File: src/rtl/keypad_emulator.sv
// keypad_emulator: responder side of a 4x4 matrix-keypad scan.
// Accepts key-press requests over valid/ready. It then pulls the column of
// the requested key low whenever the scanner drives that key's row, with
// LFSR-driven contact bounce at press and at release.
module keypad_emulator #(
  parameter int unsigned HOLD_CYCLES   = 2000000,
  parameter int unsigned GAP_CYCLES    = 500000,
  parameter int unsigned BOUNCE_CYCLES = 20000,
  parameter logic [7:0]  LFSR_SEED     = 8'hA5
) (
  input  logic       clk,
  input  logic       rst,
  input  logic       key_valid,
  input  logic [3:0] key_code,
  output logic       key_ready,
  input  logic [3:0] LINE,
  output logic [3:0] COLLUMMN,
  output logic       busy,
  output logic       key_done
);

  typedef enum logic [2:0] {
    S_IDLE,
    S_BOUNCE_IN,
    S_HOLD,
    S_BOUNCE_OUT,
    S_GAP
  } state_t;

  localparam logic        BOUNCE_EN   = (BOUNCE_CYCLES != 0);
  localparam logic [31:0] HOLD_LAST   = 32'(HOLD_CYCLES - 1);
  localparam logic [31:0] GAP_LAST    = 32'(GAP_CYCLES - 1);
  localparam logic [31:0] BOUNCE_LAST = 32'(BOUNCE_CYCLES - 1);

  state_t      r_state;
  logic [31:0] r_cnt;
  logic [7:0]  r_lfsr;
  logic        r_contact;
  logic [1:0]  r_row;
  logic [1:0]  r_col;
  logic        r_done;

  logic [7:0]  w_lfsr_next;
  logic [3:0]  w_pos;
  logic        w_idle;

  // Keyword -> {row, col} of the physical key position
  function automatic logic [3:0] key_pos(input logic [3:0] code);
    key_pos = '0;
    case (code)
      4'd1:  key_pos = {2'd0, 2'd0};
      4'd2:  key_pos = {2'd0, 2'd1};
      4'd3:  key_pos = {2'd0, 2'd2};
      4'd10: key_pos = {2'd0, 2'd3};
      4'd4:  key_pos = {2'd1, 2'd0};
      4'd5:  key_pos = {2'd1, 2'd1};
      4'd6:  key_pos = {2'd1, 2'd2};
      4'd11: key_pos = {2'd1, 2'd3};
      4'd7:  key_pos = {2'd2, 2'd0};
      4'd8:  key_pos = {2'd2, 2'd1};
      4'd9:  key_pos = {2'd2, 2'd2};
      4'd12: key_pos = {2'd2, 2'd3};
      4'd14: key_pos = {2'd3, 2'd0};
      4'd0:  key_pos = {2'd3, 2'd1};
      4'd15: key_pos = {2'd3, 2'd2};
      4'd13: key_pos = {2'd3, 2'd3};
      default: key_pos = '0;
    endcase
  endfunction

  assign w_pos       = key_pos(key_code);
  // Fibonacci LFSR, taps 8,6,5,4
  assign w_lfsr_next = {r_lfsr[6:0], r_lfsr[7] ^ r_lfsr[5] ^ r_lfsr[4] ^ r_lfsr[3]};
  assign w_idle      = (r_state == S_IDLE);
  assign key_ready   = w_idle;
  assign busy        = ~w_idle;
  assign key_done    = r_done;

  // Press sequencer: state, dwell counter, bounce LFSR and registered contact
  always_ff @(posedge clk or posedge rst) begin
    if (rst) begin
      r_state   <= S_IDLE;
      r_cnt     <= '0;
      r_lfsr    <= LFSR_SEED;
      r_contact <= 1'b0;
      r_row     <= '0;
      r_col     <= '0;
      r_done    <= 1'b0;
    end else begin
      r_done <= 1'b0;
      r_cnt  <= r_cnt + 32'd1;
      case (r_state)
        S_IDLE: begin
          r_cnt <= '0;
          if (key_valid) begin
            {r_row, r_col} <= w_pos;
            if (BOUNCE_EN) begin
              r_state   <= S_BOUNCE_IN;
              r_contact <= r_lfsr[0];
            end else begin
              r_state   <= S_HOLD;
              r_contact <= 1'b1;
            end
          end
        end
        S_BOUNCE_IN: begin
          // contact tracks the LFSR bit of the cycle it is visible in
          r_lfsr <= w_lfsr_next;
          if (r_cnt == BOUNCE_LAST) begin
            r_state   <= S_HOLD;
            r_cnt     <= '0;
            r_contact <= 1'b1;
          end else begin
            r_contact <= w_lfsr_next[0];
          end
        end
        S_HOLD: begin
          if (r_cnt == HOLD_LAST) begin
            r_cnt <= '0;
            if (BOUNCE_EN) begin
              r_state   <= S_BOUNCE_OUT;
              r_contact <= r_lfsr[0];
            end else begin
              r_state   <= S_GAP;
              r_contact <= 1'b0;
            end
          end
        end
        S_BOUNCE_OUT: begin
          r_lfsr <= w_lfsr_next;
          if (r_cnt == BOUNCE_LAST) begin
            r_state   <= S_GAP;
            r_cnt     <= '0;
            r_contact <= 1'b0;
          end else begin
            r_contact <= w_lfsr_next[0];
          end
        end
        S_GAP: begin
          if (r_cnt == GAP_LAST) begin
            r_state <= S_IDLE;
            r_cnt   <= '0;
            r_done  <= 1'b1;
          end
        end
        default: begin
          r_state   <= S_IDLE;
          r_contact <= 1'b0;
        end
      endcase
    end
  end

  // Switch path: column follows the row drive with no register in between
  always_comb begin
    COLLUMMN = '1;
    if (r_contact && !LINE[r_row]) COLLUMMN[r_col] = 1'b0;
  end

endmodule

File: config.mk
export PLATFORM = sky130hd
export DESIGN_NAME = keypad_emulator
export DESIGN_NICKNAME = d
export VERILOG_FILES = /design/src/rtl/keypad_emulator.sv
export SDC_FILE = /design/constraint.sdc
export NUM_CORES = 1
export LEC_CHECK = 0
export BUFFER_PORTS_ARGS = -buffer_cell sky130_fd_sc_hd__buf_2
export CORE_ASPECT_RATIO = 2
export CORE_MARGIN = 3
export CORE_UTILIZATION = 55
export CTS_BUF_LIST = sky130_fd_sc_hd__clkbuf_4 sky130_fd_sc_hd__clkbuf_8
export DETAILED_ROUTE_END_ITERATION = 10
export MAX_ROUTING_LAYER = met4
export PLACE_DENSITY = 0.75
export RECOVER_POWER = 25
export SKIP_LAST_GASP = 1
export SYNTH_ARGS = -nofsm -noshare
export SYNTH_HDL_FRONTEND = slang
export SYNTH_SLANG_ARGS = --single-unit
File: constraint.sdc
create_clock -name clk -period 3.5 [get_ports clk]
set_input_delay 0.525 -clock clk [delete_from_list [all_inputs] [get_ports clk]]
set_output_delay 0.525 -clock clk [all_outputs]
set_load 0.01 [all_outputs]
* Word level (Yosys, flattened, before mapping)
Memory sizes are Yosys's and may differ from the RTL's. A register that Yosys moved wholly into a read port is not among the register bits.
Index checks and enable logic that the tools add are counted.
** Storage, ports and cells
- Memory bits (read-only) :: 64
- Memories kept :: 1
- Register bits after elaboration :: 45
- Input bits :: 11
** Memory list
- (name not given) :: depth 16, bits a word 4, read ports 1, clocked after Yosys merged registers in 1, wr ports 0, RTL line 50 : case (code)
** Operators by class
- $add $sub $neg :: 1
- Reductions and logical operators :: 8
- Eq/ne operators :: 12
- Magnitude comparators :: 3
- Bitwise gates (word level) :: 6
- Multiplexer cells :: 22
** Operator list (count)
- $pmux 32 s4 :: 1
- $mux 32 :: 3
- $add 32x1->32 const B :: 1
- $eq 32x15->1 const B :: 1
- $eq 32x19->1 const B :: 1
- $eq 32x21->1 const B :: 1
- $mux 3 :: 5
- $pmux 3 s5 :: 1
- $ne 2x2->1 const B :: 5
- $mux 1 :: 8
- $eq 3x2->1 const B :: 2
- $lt 2x3->1 const B :: 2
- $pmux 1 s5 :: 1
- $reduce_and 5->1 :: 1
- $mux 4 :: 1
- $not 4->4 :: 1
- $eq 3x1->1 const B :: 1
- $eq 3x3->1 const B :: 1
- $logic_not 3->1 :: 1
- $reduce_and 3->1 :: 1
- $xor 1x1->1 :: 3
- $bmux 1 s2 :: 1
- $demux 1 s2 :: 1
- $ge 2x1->1 const B :: 1
- 5 further kinds :: 7

* Depth between registers and ports, before layout
- Word-level depth :: 6
- Gate-level depth with buffers :: 8
- Depth with buffers taken out :: 6

* Worst setup path after synthesis
No wires, ideal clock.
- Path type :: register -> register
- Start point :: register r_cnt[0]
- End point :: register r_cnt[9]
- Period minus slack after synthesis :: 2.144 ns
- Data required time :: 3.381 ns
- Arrival :: 2.025 ns
- Slack :: 1.356 ns
- Stages on the path, launching flop included :: 9
- Path through :: dfrtp_1 -> ha_1 -> and4_1 -> and4_1 -> clkbuf_1 -> nand3_1 -> a211oi_4 -> buf_6 -> nor2_2
** On the way
- Word-level cells in the longest chain between the ends :: 3
- Elaborated cells on any way between the ends :: 8
- Classes of those cells :: add/sub: 1; eq/ne: 3; mux: 4
** Ends and longest elaborated chain
- start, declared :: RTL line 36 : logic [31:0] r_cnt;
- start signal, assigned :: RTL line 91 : r_cnt <= r_cnt + 32'd1;
- $add 32x1->32, or another cell as far along :: RTL line 91
- $mux 32, on equally long branches
- $pmux 32 s4 * :: RTL line 92 : case (r_state)
Every way passes the cells marked *; elsewhere a longest branch is shown, timed or not.
A chain may end at the register's enable or synchronous reset.

* Final worst setup path
- Start point :: register r_cnt[0]
- End point :: register r_cnt[11]
Same word-level chain as after synthesis.

==> flow_summary.json <==
{
  "status": "finished with violations",
  "violations": "max-capacitance violations, max-slew violations",
  "sw_frac_of_total_pct": 26.39,
  "drv_cap": 1,
  "fillers": 404,
  "p_int_mw": 0.9128,
  "grt_max_degree": 50,
  "ios": 18,
  "num_vias": 2144,
  "cp-start-kind": "register",
  "antenna_found_initial": 0,
  "fin_skew_ns": 0.005820,
  "cts_tree": "yes",
  "avgSynthCellArea_sq_um": 9.444,
  "slew_violations": 50,
  "first_global_vias": 2229,
  "layout_commonest_cell": "dfrtp_1",
  "syn_to_final_growth_pct": 8.223,
  "dr.first_iter.drc_count": 86,
  "ir_drop_v": 0.0003027,
  "final_cell_mix": "dfrtp_1, nand2_1, nor2_2",
  "grt_pass1_wl_um": 9570,
  "ys_ff_latch": 49,
  "fmax_mhz": 401.9,
  "cts_hold_buffers": 0,
  "dr.pass1.iters": 4,
  "synthesis.instances": 290,
  "die_w_um": 55.90,
  "worst_hold_slack_ns": 0.4730,
  "crit_path_end_kind": "register",
  "required_ns": 3.67,
  "rows": 35,
  "p_switching_mw": 0.3272,
  "power_mw": 1.240,
  "die_h_um": 105.8,
  "worst-setup-path-type": "reg2reg",
  "fin_ws_ns": 1.012,
  "ys_types": 42,
  "syn_nets": 302,
  "hold_class": "reg2reg",
  "fin_util_pct": 62.67,
  "cts_sinks": 49,
  "max_slew.worst_pin.slew_ns": 1.811,
  "place_ws_ns": 1.014,
  "layout-drive-gt1-share_pct": 22.62,
  "gp_congestion": 0.8712,
  "cts_resized": 0,
  "period_share_pct": 71.09,
  "arrival_ns": 2.66,
  "synth-edff-count": 0,
  "n_antenna_cell": 0,
  "finalNonFillerCells": 360,
  "clk_pin_slew_ns": 0.09,
  "nets": 316,
  "p_comb_share_pct": 11.8,
  "period_needed_ns": 2.488,
  "port_buffers": 17,
  "drc": 0,
  "drt_wl_total_um": 5574,
  "htreeDepth": 2,
  "root_buffer": "clkbuf_8",
  "cp_max_fo": 31,
  "netlist_area_sq_mm": 0.002739,
  "numCtsBuffers": 5,
  "grt.overflow.total": 0,
  "clock_latency_ns": 0.30,
  "finalInstanceArea_sq_mm": 0.002964,
  "dpl.hpwl_um": 4072,
  "rrSetupSlack_ns": 1.01,
  "synthFlopType": "dfrtp_1",
  "pwr-share-seq_pct": 54.6,
  "clockBufferDepth": 2,
  "start_util_pct": 57.91,
  "p_per_area_mw_per_mm2": 418.4,
  "slew_headroom_pct": -20.86,
  "detail-route-antenna-nets": 0,
  "yosysWarnings": 0,
  "viasPerCell": 5.956,
  "wl_per_cell_um": 15.48,
  "power.leakage_nw": 1.276,
  "rsz0062_at_grt": "no",
  "final-hold-violation-count": 0,
  "setup-violations-final": 0,
  "core_sq_mm": 0.004730,
  "track_usage_pct": 20.70,
  "dpl_cell_area_sq_mm": 0.002844,
  "dpl.cell_count": 352,
  "postSynth.asyncResetShare_pct": 100.0,
  "post_cts_buffers": 0,
  "die_area_sq_mm": 0.005914,
  "pwr-share-clk_pct": 33.6,
  "setup_tns_ns": 0,
  "ys_seq_area_share_pct": 44.95
}
cells in the mapped netlist (5+ instances only):
master	number	area share [%]
nor4_1	10	2.3
clkbuf_1	10	1.4
xnor2_1	10	3.2
nor2b_1	9	2.1
nor3_1	7	1.3
and3_1	6	1.4
inv_1	5	0.69
nor2_2	29	6.6
a21oi_1	6	1.1
nand3_1	13	2.4
nand4_1	17	3.9
nand2_1	42	5.8
xor2_1	24	7.7
dfrtp_1	45	41
nor2_1	9	1.2
routing by layer:
layer,track usage [%],up-vias,part of all wire (%)
li1,-,1030,-
met3,3.799,16,3.2
met1,18.41,1048,36
met2,39.32,50,58
met5,-,-,0
met4,11.71,0,3.5
power groups by stage:
stage	logic, mW	clock network [mW]	registers, mW
final	0.146	0.416	0.677
after global placement	0.144	0	0.682
after CTS	0.149	0.429	0.675
after global routing	0.166	0.452	0.686
after detailed placement	0.148	0	0.685
after floorplan	0.134	0	0.662
state kept, by name, summed over array words and instances (netlist names):
signal     count
r_cnt         32
r_lfsr         8
r_state        3
r_col          2
r_row          2
key_done       1
r_contact      1
critical path: stages, from the launching register on:
cell      delay [ns]
dfrtp_1         0.39
ha_1            0.25
and4_1          0.27
and4_1          0.36
nand3_1         0.24
a211oi_4        0.30
buf_4           0.45
nor2_2          0.09
area by class of cell:
type	count	area [sq um]	area share, %
inverter	6	22.52	0.7598
multi-input combinational	222	1414	47.70
clock inverter	2	37.54	1.266
clock buffer	6	82.58	2.786
tap	55	68.82	2.322
timing repair buffer	20	107.6	3.630
sequential	49	1231	41.54
kinds of logic after synthesis:
group	count (synthesis)	synth area share (%)
XOR/XNOR	34	10.87
flip-flops	49	44.95
AND/OR/NAND/NOR	165	34.12
buffers and inverters	19	3.426
adder cells (fa/ha/maj)	1	0.4568
multiplexers	1	0.8222
AO/OA/AOI/OAI	21	5.345
path summary, 6_finish.rpt:
| kind | from | depth (start not counted) | end |
|---|---|---|---|
| max | r_cnt[0]$_DFF_PP0_ | 7 | r_cnt[11]$_DFF_PP0_ |
| min | r_lfsr[2]$_DFFE_PP1P_ | 2 | r_lfsr[2]$_DFFE_PP1P_ |
| max reg2reg | r_cnt[0]$_DFF_PP0_ | 7 | r_cnt[11]$_DFF_PP0_ |
| min reg2reg | r_lfsr[2]$_DFFE_PP1P_ | 2 | r_lfsr[2]$_DFFE_PP1P_ |
| max in group asynchronous | rst | 2 | r_cnt[3]$_DFF_PP0_ |
| min in group asynchronous | rst | 2 | r_cnt[13]$_DFF_PP0_ |
(Power assumes the default switching activity.)
